File: src/rtl/d16_io_responder.sv
// d16_io_responder: memory-mapped I/O responder on the d16 data bus with a wait-state req/ack handshake.
// Owns the LED register, a prescaled 16-bit timer with compare flag and a 2-flop switch synchroniser.
module d16_io_responder #(
  parameter int ADDR_W         = 8,
  parameter int WAIT_STATES    = 1,
  parameter int TIMER_PRESCALE = 4
) (
  input  logic              clk,
  input  logic              rst,
  input  logic              req,
  input  logic              we,
  input  logic [ADDR_W-1:0] addr,
  input  logic [15:0]       wdata,
  output logic [15:0]       rdata,
  output logic              ack,
  input  logic [4:0]        sw,
  output logic [4:0]        LED,
  output logic              irq
);

  localparam int              PS_W    = (TIMER_PRESCALE > 1) ? $clog2(TIMER_PRESCALE) : 1;
  localparam logic [PS_W-1:0] PS_LAST = PS_W'(TIMER_PRESCALE - 1);
  localparam logic [2:0]      WS_LAST = 3'(WAIT_STATES - 1);

  localparam logic [ADDR_W-1:0] A_LED   = ADDR_W'(0);
  localparam logic [ADDR_W-1:0] A_SW    = ADDR_W'(1);
  localparam logic [ADDR_W-1:0] A_TIMER = ADDR_W'(2);
  localparam logic [ADDR_W-1:0] A_CMP   = ADDR_W'(3);
  localparam logic [ADDR_W-1:0] A_CTRL  = ADDR_W'(4);

  typedef enum logic [1:0] {
    S_IDLE = 2'd0,
    S_WAIT = 2'd1,
    S_ACK  = 2'd2
  } state_t;

  state_t            state_q, state_d;
  logic [2:0]        wcnt_q, wcnt_d;
  logic              ack_q, ack_d;
  logic              cap_s;
  logic              we_q;
  logic [ADDR_W-1:0] addr_q;
  logic [15:0]       wdata_q;
  logic [4:0]        led_q, led_d;
  logic [15:0]       timer_q, timer_d;
  logic [15:0]       cmp_q, cmp_d;
  logic              en_q, en_d;
  logic              flag_q, flag_d;
  logic [PS_W-1:0]   pre_q, pre_d;
  logic [4:0]        sw_meta_q, sw_sync_q;
  logic              tick_s;
  logic              commit_s;
  logic [15:0]       rd_s;

  // Handshake FSM; ack_q mirrors the ACK state so the strobe comes straight from a flop.
  always_comb begin
    state_d = state_q;
    wcnt_d  = wcnt_q;
    cap_s   = 1'b0;
    case (state_q)
      S_IDLE: begin
        if (req) begin
          cap_s = 1'b1;
          if (WAIT_STATES == 0) begin
            state_d = S_ACK;
          end else begin
            state_d = S_WAIT;
            wcnt_d  = 3'd0;
          end
        end else begin
          state_d = S_IDLE;
        end
      end
      S_WAIT: begin
        if (wcnt_q == WS_LAST) begin
          state_d = S_ACK;
        end else begin
          wcnt_d = wcnt_q + 3'd1;
        end
      end
      S_ACK:   state_d = S_IDLE;
      default: state_d = S_IDLE;
    endcase
    ack_d = (state_d == S_ACK);
  end

  // Timer and register updates; CPU writes override the tick, a compare hit overrides the W1C.
  always_comb begin
    led_d    = led_q;
    timer_d  = timer_q;
    cmp_d    = cmp_q;
    en_d     = en_q;
    flag_d   = flag_q;
    pre_d    = pre_q;
    tick_s   = en_q && (pre_q == PS_LAST);
    commit_s = ack_q && we_q;
    if (en_q) begin
      pre_d = tick_s ? '0 : pre_q + PS_W'(1);
    end else begin
      pre_d = pre_q;
    end
    if (tick_s) begin
      timer_d = timer_q + 16'd1;
    end else begin
      timer_d = timer_q;
    end
    if (commit_s) begin
      case (addr_q)
        A_LED:   led_d   = wdata_q[4:0];
        A_TIMER: timer_d = wdata_q;
        A_CMP:   cmp_d   = wdata_q;
        A_CTRL: begin
          en_d = wdata_q[0];
          if (wdata_q[1]) begin
            flag_d = 1'b0;
          end else begin
            flag_d = flag_q;
          end
        end
        default: led_d = led_q;
      endcase
    end else begin
      led_d = led_q;
    end
    if (tick_s && (timer_q == cmp_q)) begin
      flag_d = 1'b1;
    end else begin
      flag_d = flag_d;
    end
  end

  always_comb begin
    rd_s = 16'd0;
    case (addr_q)
      A_LED:   rd_s = {11'd0, led_q};
      A_SW:    rd_s = {11'd0, sw_sync_q};
      A_TIMER: rd_s = timer_q;
      A_CMP:   rd_s = cmp_q;
      A_CTRL:  rd_s = {14'd0, flag_q, en_q};
      default: rd_s = 16'd0;
    endcase
  end

  always_ff @(posedge clk or posedge rst) begin
    if (rst) begin
      state_q   <= S_IDLE;
      wcnt_q    <= 3'd0;
      ack_q     <= 1'b0;
      we_q      <= 1'b0;
      addr_q    <= '0;
      wdata_q   <= 16'd0;
      led_q     <= 5'd0;
      timer_q   <= 16'd0;
      cmp_q     <= 16'hFFFF;
      en_q      <= 1'b0;
      flag_q    <= 1'b0;
      pre_q     <= '0;
      sw_meta_q <= 5'd0;
      sw_sync_q <= 5'd0;
    end else begin
      state_q   <= state_d;
      wcnt_q    <= wcnt_d;
      ack_q     <= ack_d;
      if (cap_s) begin
        we_q    <= we;
        addr_q  <= addr;
        wdata_q <= wdata;
      end
      led_q     <= led_d;
      timer_q   <= timer_d;
      cmp_q     <= cmp_d;
      en_q      <= en_d;
      flag_q    <= flag_d;
      pre_q     <= pre_d;
      sw_meta_q <= sw;
      sw_sync_q <= sw_meta_q;
    end
  end

  assign ack   = ack_q;
  assign rdata = ack_q ? rd_s : 16'd0;
  assign LED   = led_q;
  assign irq   = flag_q;

endmodule

File: config.mk
export PLATFORM = sky130hd
export DESIGN_NAME = d16_io_responder
export DESIGN_NICKNAME = d
export VERILOG_FILES = /design/src/rtl/d16_io_responder.sv
export SDC_FILE = /design/constraint.sdc
export NUM_CORES = 1
export LEC_CHECK = 0
export BUFFER_PORTS_ARGS = -buffer_cell sky130_fd_sc_hd__buf_2
export CAP_MARGIN = 20
export CORE_UTILIZATION = 45
export DETAILED_ROUTE_END_ITERATION = 10
export PLACE_DENSITY_LB_ADDON = 0.3
export SYNTH_ARGS = -nofsm -noshare
export SYNTH_HDL_FRONTEND = slang
export SYNTH_SLANG_ARGS = --single-unit
File: constraint.sdc
create_clock -name clk -period 4.8 [get_ports clk]
set_input_delay 0.72 -clock clk [delete_from_list [all_inputs] [get_ports clk]]
set_output_delay 0.72 -clock clk [all_outputs]
set_load 0.01 [all_outputs]
==> results of run 1 <==
-- synth_stat cells (2+ instances only) --
cell type and number:
mux4_2 2, nand3_1 11, mux2_2 38, ha_1 4, clkbuf_1 13, and2_1 2
nand4_1 9, a22oi_1 16, a21oi_1 16, mux2_4 10, xor2_1 10, buf_4 2
dfstp_2 16, mux2i_1 5, a22o_1 3, nor3_1 6, nor4_1 3, inv_1 5
nor2_1 37, o21ai_0 6, nand2_1 10, dfrtp_1 66, and3_1 4, xnor2_1 21
-- worst register-to-register path: cells and delay by family (launching register included) --
family        cells  cell delay [ns]
flops             1             0.38
simple gates      4             1.37
mux               1             0.40
-- power by group through the flow --
stage	clock, mW	sequential (mW)	combinational, mW
after floorplan	0	1.05	0.477
after global placement	0	1.16	0.509
after detailed placement	0	1.17	0.525
after CTS	0.567	1.15	0.525
after global routing	0.590	1.19	0.576
final	0.553	1.15	0.518
-- flip-flops by register name, summed over array words and instances, names as in the netlist, 2 cells and up --
register / cells
cmp_q: 16
timer_q: 16
wdata_q: 16
addr_q: 8
LED: 5
sw_meta_q: 5
sw_sync_q: 5
wcnt_q: 3
pre_q: 2
state_q: 2
-- layout make-up --
cell class	count	area (um^2)	area share [%]
clock inverters	6	90.1	2.01
clock buffers	10	128	2.85
flip-flops and latches	82	2070	46.2
well taps	105	131	2.93
inverters	5	20.0	0.446
multi-input cells	225	1750	38.9
repair buffers	58	298	6.64
-- worst max-delay path by stage --
stage                          from   endpoint  slack (ns)  depth (start not counted)
after floorplan                 rst     LED[0]        2.00                          1
after global placement    addr_q[7]  rdata[15]        1.89                          6
after detailed placement  addr_q[7]  rdata[15]        1.88                          6
after CTS                 addr_q[7]  rdata[15]        1.47                          6
after global routing      addr_q[7]  rdata[14]        1.29                          6
final                     addr_q[7]  rdata[14]        1.48                          6
-- per-layer routing --
metal,wire (um),vias to the layer above,global-route usage (%)
met5,0,-,0
met4,59,0,5.68
met2,3580,53,29.6
li1,-,1272,-
met1,3960,1304,27.6
met3,310,7,5.02
-- kinds of logic (layout without fill, tap and decap cells) --
logic type / after synthesis / in the layout / share of synthesized area, %
multiplexers: 55 / 55 / 17.2
buffers and inverters: 22 / 79 / 2.53
XOR/XNOR: 31 / 31 / 6.94
flip-flops: 82 / 82 / 53.0
AND/OR/NAND/NOR: 91 / 91 / 11.9
AO/OA/AOI/OAI: 44 / 44 / 7.17
adder cells (fa/ha/maj): 4 / 4 / 1.28
-- cell usage in the layout (no fill, tap or decap), types with 2 or more instances in the layout --
cell,count
bufinv_16,2
and3_1,4
nor4_1,3
nand4_1,9
nor3_1,6
dfstp_2,16
a21oi_1,16
xnor2_1,21
inv_1,4
clkbuf_8,9
buf_4,3
a22o_1,3
mux4_2,2
mux2_4,10
xor2_1,10
ha_1,4
dfrtp_1,66
o21ai_0,6
and2_1,2
nand3_1,11
mux2_2,38
buf_2,55
clkinv_2,2
a22oi_1,16
nor2_1,37
nand2_1,10
mux2i_1,5
==> impl_results.md, run 1 <==
* Run status: finished, final reports clean
* Drt via density at 5.37
* Seq cells post-synth at 82
* Worst Min Path Start: sw_meta_q[2]
* Reg power frac at 51.8%
* RSZ-0062 raised after global routing: false
* Syn_nets at 366
* Clk root buf: clkbuf_8
* GPL Wtd Cong at 0.836
* VDD IR-drop max at 0.317 mV
* Period minus WS final at 3.32 ns
* YS warnings at 0
* Cells on worst reg2reg path at 5
* Internal reg-to-reg setup slack at 2.57 ns
* Initial antenna violation count at 0
* Max Root-Sink Buffers at 2
* Most common flop cell mapped by yosys: dfrtp_1
* CTS tree: done
* Hold Worst Slack at 0.352 ns
* Gr ovfl total at 0
* DR pass1 iterations at 5
* DRT iter0 DRCs at 139
* Hpwl dp at 5530 um
* Slew @ Worst Pin at 0.813 ns
* Cts bufs inserted at 9
* Post-route setup slack at 1.48 ns
* Die height at 95.2 um
* CP Max Fanout at 13
* Cell Area, Synth at 3910 um^2
* Max Cap Viol at 0
* Post-CTS Resized at 0
* Placement Cell Area at 4270 um^2
* WHS Endpoint: sw_sync_q[2]
* CTS H-tree lvls at 3
* Total GRT Usage at 19.6%
* Number of routed nets with antenna violations at 0
* Worst path buffer plus inverter count at 1
* Fill cell count at 733
* Critical Path AT at 2.60 ns
* Fin area at 4480 um^2
* Slowest stage delay, CP at 0.55 ns
* Final total power at 2.22 mW
* Area grow syn2layout at 14.7%
* Vias in the first global route at 2,718
* Clk pin slew, worst setup/hold paths at 0.09 ns
* CP top delay family: simple AND/OR/NAND/NOR gates
* Place WS at 1.88 ns
* Synthesized netlist cell count at 329
* Hold Crit Class: register to register
* Slew HR at 45.8%
* Clock sinks at 82
* Core Util, Final at 54.0%
* FF-to-FF End: cmp_q[0]
* Input/output buffers at 55
* Area contributors post-synth: dfrtp_1, mux2_2, dfstp_2, xnor2_1, mux2_4
* Placed Cells incl. Taps at 475
* Switching power at 0.722 mW
* Area leader, netlist: dfrtp_1
* Mean Syn Cell Area at 11.9 um^2
* Post-CTS setup repair buffer count at 0
* Total power per unit cell area at 496 nW/um^2
* Top Ports at 56
* Final worst path period share at 69.1%
* DRC violations left at 0
* Core ar. at 8300 um^2
* Clock power share at 24.9%
* Die Area at 9070 um^2
* Worst endpoint required time at 4.08 ns
* Largest net degree at the start of global routing at 49
* Post-synth ARST share at 100%
* Share of the synthesized area in the top cell type at 42.2%
* Int Pwr at 1.50 mW
* CP Class: register to output port
* Switch share at 32.5%
* P_leak at 1.99 nW
* Share of cells above drive strength 1 at 38.1%
* Max Slew Vio Count at 0
* Fin Setup TNS at 0 ns
* R2R Path Start: addr_q[7]
* Routed WL at 7910 um
* Drt wl/cell at 16.1 um
* Hold Vio Cnt, Final at 0
* Sequential area share after synthesis at 53.0%
* Hold buffers post-CTS at 0
* Worst Clk Skew at 0.00855 ns
* Die width at 95.2 um
* Combinational group share of total power at 23.3%
* Fmax at 0.302 GHz
* CP max stage cell: or4_4
* First-pass GRT wire length at 13,300 um
* Post-synth EDFFs at 0
* Clock latency on the worst-skew pair at 0.35 ns
* Initial Util at 47.1%
* N_diodes at 0
* Cell Chain, Critical Path: or4_4 > nor3_4 > and3_1 > a22oi_1 > nor2_1 > buf_2
* Non-Filler Instances at 491
* Yosys cell types at 38
* Endpoints failing setup at 0
* Crit end category: output port
* Routed via count at 2,636
* Hold path depth at 0
* Nets at 418
* Startpoint Class: register
* Std-Cell Rows at 33
Note: power is estimated with default switching activity, not from simulation.
==> run 2: changes to the inputs <==
- clock period: 4.8 -> 3.3 ns (I/O delays scaled with it)
==> run 2 against run 1 <==
  * Worst setup slack got worse by 1.3 ns
  * Via count unchanged
  * Global-route usage decreased by 0.72 points
  * Combinational power increased by 46%
  * Clock-buffer cell count decreased by 1
  * Critical endpoint is now rdata[4]
  * Largest power group unchanged
==> impl_results.md, run 2 (synthesized netlist as in run 1, its figures left out) <==
* Period minus WS final at 3.09 ns
* Crit end category: output port (unchanged)
* GPL Wtd Cong at 0.831 (was 0.836)
* Largest registers: cmp_q: 16 flops, timer_q: 16 flops, wdata_q: 16 flops (unchanged)
* DRC violations left at 0 (unchanged)
* Input/output buffers at 55 (unchanged)
* Hold buffers post-CTS at 0 (unchanged)
* Post-CTS Resized at 0 (unchanged)
* Area grow syn2layout at 14.8% (was 14.7%)
* Die height at 95.2 um (unchanged)
* Total power per unit cell area at 717 nW/um^2 (was 496 nW/um^2)
* Worst endpoint required time at 2.80 ns (was 4.08 ns)
* Max Root-Sink Buffers at 2 (unchanged)
* Final worst path period share at 93.6%
* Top Ports at 56 (unchanged)
* Hold Vio Cnt, Final at 0 (unchanged)
* Clock sinks at 82 (unchanged)
* Post-CTS setup repair buffer count at 0 (unchanged)
* CP max stage cell: or4_4 (unchanged)
* Critical Path AT at 2.59 ns (was 2.60 ns)
* Initial Util at 47.1% (unchanged)
* Max Slew Vio Count at 0 (unchanged)
* Clock latency on the worst-skew pair at 0.35 ns (about the same)
* Slowest stage delay, CP at 0.55 ns (about the same)
* CP top delay family: simple AND/OR/NAND/NOR gates (unchanged)
* Share of cells above drive strength 1 at 38.3% (was 38.1%)
* P_leak at 1.99 nW (about the same)
* Die Area at 9070 um^2 (unchanged)
* Commonest non-fill, non-tap cell in the layout: dfrtp_1 (unchanged)
* Routed WL at 7820 um (was 7910 um)
* Drt via density at 5.37 (unchanged)
* Fill cell count at 750 (was 733)
* Run status: finished, final reports clean (unchanged)
* Vias in the first global route at 2,530 (was 2,718)
* CTS H-tree lvls at 3 (unchanged)
* Clk root buf: clkbuf_8 (unchanged)
* CP Max Fanout at 13 (unchanged)
* Endpoints failing setup at 0 (unchanged)
* Nets at 419 (was 418)
* Worst path buffer plus inverter count at 1 (unchanged)
* Fin Setup TNS at 0 ns (unchanged)
* RSZ-0062 raised after global routing: false (unchanged)
* Worst Clk Skew at 0.00698 ns (was 0.00855 ns)
* First-pass GRT wire length at 12,600 um (was 13,300 um)
* DRT iter0 DRCs at 115 (was 139)
* Fmax at 0.324 GHz
* Highest-count cells in the layout ignoring fill and taps: dfrtp_1, buf_2, mux2_2 (unchanged)
* CTS tree: done (unchanged)
* N_diodes at 0 (unchanged)
* Clk pin slew, worst setup/hold paths at 0.08 ns (was 0.09 ns)
* DR pass1 iterations at 4 (was 5)
* Slew HR at 47.7% (was 45.8%)
* Initial antenna violation count at 0 (unchanged)
* Core ar. at 8300 um^2 (unchanged)
* Cell Chain, Critical Path: or4_4 > nor3_4 > and3_1 > a22oi_1 > nor2_1 > buf_2 (unchanged)
* Fin area at 4490 um^2 (was 4480 um^2)
* Routed via count at 2,636 (unchanged)
* Die width at 95.2 um (unchanged)
* VDD IR-drop max at 0.436 mV (was 0.317 mV)
* Placement Cell Area at 4270 um^2 (about the same)
* Number of routed nets with antenna violations at 0 (unchanged)
* Startpoint Class: register (unchanged)
* Hold Crit Class: input port to register (was register to register)
* CP Class: register to output port (unchanged)
* Max Cap Viol at 0 (unchanged)
* Slew @ Worst Pin at 0.784 ns (was 0.813 ns)
* Hpwl dp at 5500 um (was 5530 um)
* Drt wl/cell at 15.9 um (was 16.1 um)
* Gr ovfl total at 0 (unchanged)
* Std-Cell Rows at 33 (unchanged)
* Total GRT Usage at 18.8% (was 19.6%)
* Largest net degree at the start of global routing at 47 (was 49)
* Cts bufs inserted at 9 (unchanged)
## run 2: cell types whose count changed in the layout (fill, tap and decap cells not counted), sizes merged
cell      previous run  this run
buf                 58        59
clkinv               3         1
clkinvlp             1         3
clkbuf              10         9
## run 2: metrics by stage
| stage | util (%) | hold WS (ns) | power [mW] | setup slack (ns) | std cells |
|---|---|---|---|---|---|
| global placement | 51.5 | 0.333 | 2.42 | 0.630 | 476 |
| detailed placement | 51.5 | 0.335 | 2.46 | 0.599 | 476 |
| CTS | 54.1 | 0.221 | 3.25 | 0.195 | 491 |
| global route | 54.1 | 0.217 | 3.41 | 0.0128 | 491 |
| floorplan | - | 0.331 | 2.22 | 0.723 | 329 |
| finish | 54.1 | 0.242 | 3.22 | 0.212 | 491 |
## run 2: final timing paths
| path | start | end | slack (ns) | depth (start not counted) |
|---|---|---|---|---|
| max | addr_q[7] | rdata[4] | 0.21 | 6 |
| min | sw[3] | sw_meta_q[3] | 0.24 | 1 |
| max reg2reg | addr_q[7] | cmp_q[5] | 1.05 | 5 |
| min reg2reg | sw_meta_q[1] | sw_sync_q[1] | 0.36 | 0 |
| max in group asynchronous | rst | cmp_q[12] | 2.24 | 3 |
| min in group asynchronous | rst | wcnt_q[1] | 0.26 | 2 |
## run 2: metal layers
layer  vias to the layer above  routed length [um]  global-route usage (%)
li1                       1277                   -                       -
met1                      1273                3820                    27.1
met2                        77                3520                    27.4
met3                         9                 374                    5.18
met4                         0                 109                    6.19
met5                         -                   0                       0
## run 2: final cells by class
type / instances / area [um^2] / area share (%)
Clock inverter: 6 / 91.3 / 2.03
Sequential cell: 82 / 2070 / 46.2
Tap cell: 105 / 131 / 2.93
Inverter: 5 / 20.0 / 0.446
Clock buffer: 9 / 124 / 2.76
Timing Repair Buffer: 59 / 305 / 6.80
Multi-Input combinational cell: 225 / 1750 / 38.9
## run 2: power breakdown
group          internal [mW]  switching, mW  leakage, nW
registers               1.31          0.371         1.00
clock network          0.424          0.363       0.0979
logic                  0.449          0.305        0.890
## run 2: worst reg2reg max path: cells and delay by family, from the launching register on
family        cells  cell delay, ns
flops             1            0.38
mux               1            0.42
simple gates      4            1.38
==> run 3: changes to the inputs <==
- CELL_PAD_IN_SITES_DETAIL_PLACEMENT: default -> 0
- CELL_PAD_IN_SITES_GLOBAL_PLACEMENT: default -> 1
- PLACE_DENSITY_LB_ADDON: 0.3 -> 0.1
==> run 3 against run 2 <==
  * Combinational power grew 0.8%
  * Clock skew grew 0.0027 ns
  * Register-to-register slack is essentially flat
  * Clock-buffer cell count grew 3
  * Largest power group unchanged
  * Hold slack gained 0.0037 ns
  * Fmax grew 0.95%
  * Wire length grew 2.7%
  * Utilization shrank 0.12 points
  * Highest routed layer unchanged
  * Sequential power is essentially flat
  * Sequential cell count is the same
  * First-iteration DRC count shrank 29%
  * Die area is the same
==> impl_results.md, run 3 (synthesized netlist as in run 1, its figures left out) <==
* Slew HR at 47.3% (was 47.7%)
* Std-Cell Rows at 33 (unchanged)
* Die height at 95.2 um (unchanged)
* Final worst path period share at 92.7% (was 93.6%)
* Total GRT Usage at 19.4% (was 18.8%)
* Share of cells above drive strength 1 at 38.3% (about the same)
* Hold Crit Class: input port to register (unchanged)
* Met2 Wirelength at 3660 um (was 3520 um)
* Clock sinks at 82 (unchanged)
* Max Root-Sink Buffers at 2 (unchanged)
* Clk pin slew, worst setup/hold paths at 0.08 ns (about the same)
* Die Area at 9070 um^2 (unchanged)
* Endpoints failing setup at 0 (unchanged)
* Nets at 421 (was 419)
* Max Cap Viol at 0 (unchanged)
* Slew @ Worst Pin at 0.790 ns (was 0.784 ns)
* Initial Util at 47.1% (unchanged)
* P_leak at 1.99 nW (about the same)
* CTS tree: done (unchanged)
* Worst endpoint required time at 2.80 ns (about the same)
* Vias in the first global route at 2,656 (was 2,530)
* Fmax at 0.327 GHz (was 0.324 GHz)
* Critical Path AT at 2.56 ns (was 2.59 ns)
* Hold Vio Cnt, Final at 0 (unchanged)
* Drt via density at 5.28 (was 5.37)
* First-pass GRT wire length at 13,200 um (was 12,600 um)
* Place WS at 0.541 ns (was 0.599 ns)
* Max Slew Vio Count at 0 (unchanged)
* Startpoint Class: register (unchanged)
* Post-route setup slack at 0.241 ns (was 0.212 ns)
* CP max stage cell: or4_4 (unchanged)
* Fin Setup TNS at 0 ns (unchanged)
* Number of routed nets with antenna violations at 0 (unchanged)
* Clk root buf: clkbuf_8 (unchanged)
* Gr ovfl total at 0 (unchanged)
* RSZ-0062 raised after global routing: false (unchanged)
* CP Max Fanout at 12 (was 13)
* Die width at 95.2 um (unchanged)
* Worst Clk Skew at 0.00972 ns (was 0.00698 ns)
* Core ar. at 8300 um^2 (unchanged)
* DR top layer: met4 (unchanged)
* DR WL met3 at 306 um (was 374 um)
* DRC violations left at 0 (unchanged)
* Cts bufs inserted at 9 (unchanged)
* Hold buffers post-CTS at 0 (unchanged)
* Routed WL at 8030 um (was 7820 um)
* N_diodes at 0 (unchanged)
* Routed via count at 2,608 (was 2,636)
* Run status: finished, final reports clean (unchanged)
* Total power per unit cell area at 702 nW/um^2 (was 717 nW/um^2)
* Hpwl dp at 5700 um (was 5500 um)
* Area grow syn2layout at 14.5% (was 14.8%)
* Commonest non-fill, non-tap cell in the layout: dfrtp_1 (unchanged)
* Hold Worst Slack at 0.246 ns (was 0.242 ns)
* Crit end category: output port (unchanged)
* Cell Chain, Critical Path: or4_4 > nor3_4 > and2_1 > a22oi_1 > nor2_1 > buf_2 (was or4_4 > nor3_4 > and3_1 > a22oi_1 > nor2_1 > buf_2)
* Top Ports at 56 (unchanged)
* GPL Wtd Cong at 0.793 (was 0.831)
* Largest net degree at the start of global routing at 46 (was 47)
* Initial antenna violation count at 0 (unchanged)
* DRT iter0 DRCs at 82 (was 115)
* Input/output buffers at 55 (unchanged)
* Period minus WS final at 3.06 ns (was 3.09 ns)
* Drt wl/cell at 16.3 um (was 15.9 um)
* CTS H-tree lvls at 3 (unchanged)
* Slowest stage delay, CP at 0.56 ns (was 0.55 ns)
* CP Class: register to output port (unchanged)
* WL met1 at 3950 um (was 3820 um)
* DR pass1 iterations at 4 (unchanged)
* Largest registers: cmp_q: 16 flops, timer_q: 16 flops, wdata_q: 16 flops (unchanged)
* Clock latency on the worst-skew pair at 0.35 ns (about the same)
* VDD IR-drop max at 0.434 mV (was 0.436 mV)
* Highest-count cells in the layout ignoring fill and taps: dfrtp_1, buf_2, mux2_2 (unchanged)
## run 3: metrics by stage
step / std cells / util [%] / cell area (um^2) / total power, mW
CTS: 494 / 54.0 / 4480 / 3.19
detailed placement: 478 / 51.7 / 4290 / 2.47
finish: 494 / 54.0 / 4480 / 3.14
global placement: 478 / 51.7 / 4290 / 2.45
global route: 494 / 54.0 / 4480 / 3.34
floorplan: 329 / - / 3910 / 2.22
## run 3: final cells by class
| class | count | area, um^2 |
|---|---|---|
| clock buffer | 12 | 135 |
| clock inverter | 4 | 53.8 |
| fill | 787 | 3820 |
| inverter | 5 | 20.0 |
| multi-input combinational | 225 | 1750 |
| sequential | 82 | 2070 |
| tap | 105 | 131 |
| timing repair buffer | 61 | 320 |
## run 3: metal layers
metal	vias to the layer above	global-route usage (%)
met5	-	0
met4	0	7.07
met3	10	3.51
met2	55	29.8
met1	1270	27.5
li1	1273	-
## run 3: final timing paths
kind,start,slack (ns),end,depth (start not counted)
setup / recovery,addr_q[7],0.24,rdata[2],6
hold / removal,sw[0],0.25,sw_meta_q[0],1
hold reg to reg,sw_meta_q[4],0.35,sw_sync_q[4],0
min in group asynchronous,rst,0.26,sw_meta_q[0],2
max in group asynchronous,rst,2.22,cmp_q[12],3
setup reg to reg,addr_q[7],1.04,cmp_q[7],5
## run 3: critical path: cells and delay by family, from the launching register on
family	cells	cell delay (ns)
AO/OA/AOI/OAI	1	0.17
buffers and inverters	1	0.14
flip-flops	1	0.38
AND/OR/NAND/NOR	4	1.53
## run 3: what timing repair did
| action | in CTS | in global routing |
|---|---|---|
| gates resized for setup | 0 | 1 |
| endpoints found under the setup margin | 0 | 4 |
| buffers inserted | 0 | 0 |
## run 3: report_power, final
part           switching [mW]  internal (mW)
Combinational           0.306          0.454
Clock                   0.354          0.352
Sequential              0.369           1.31
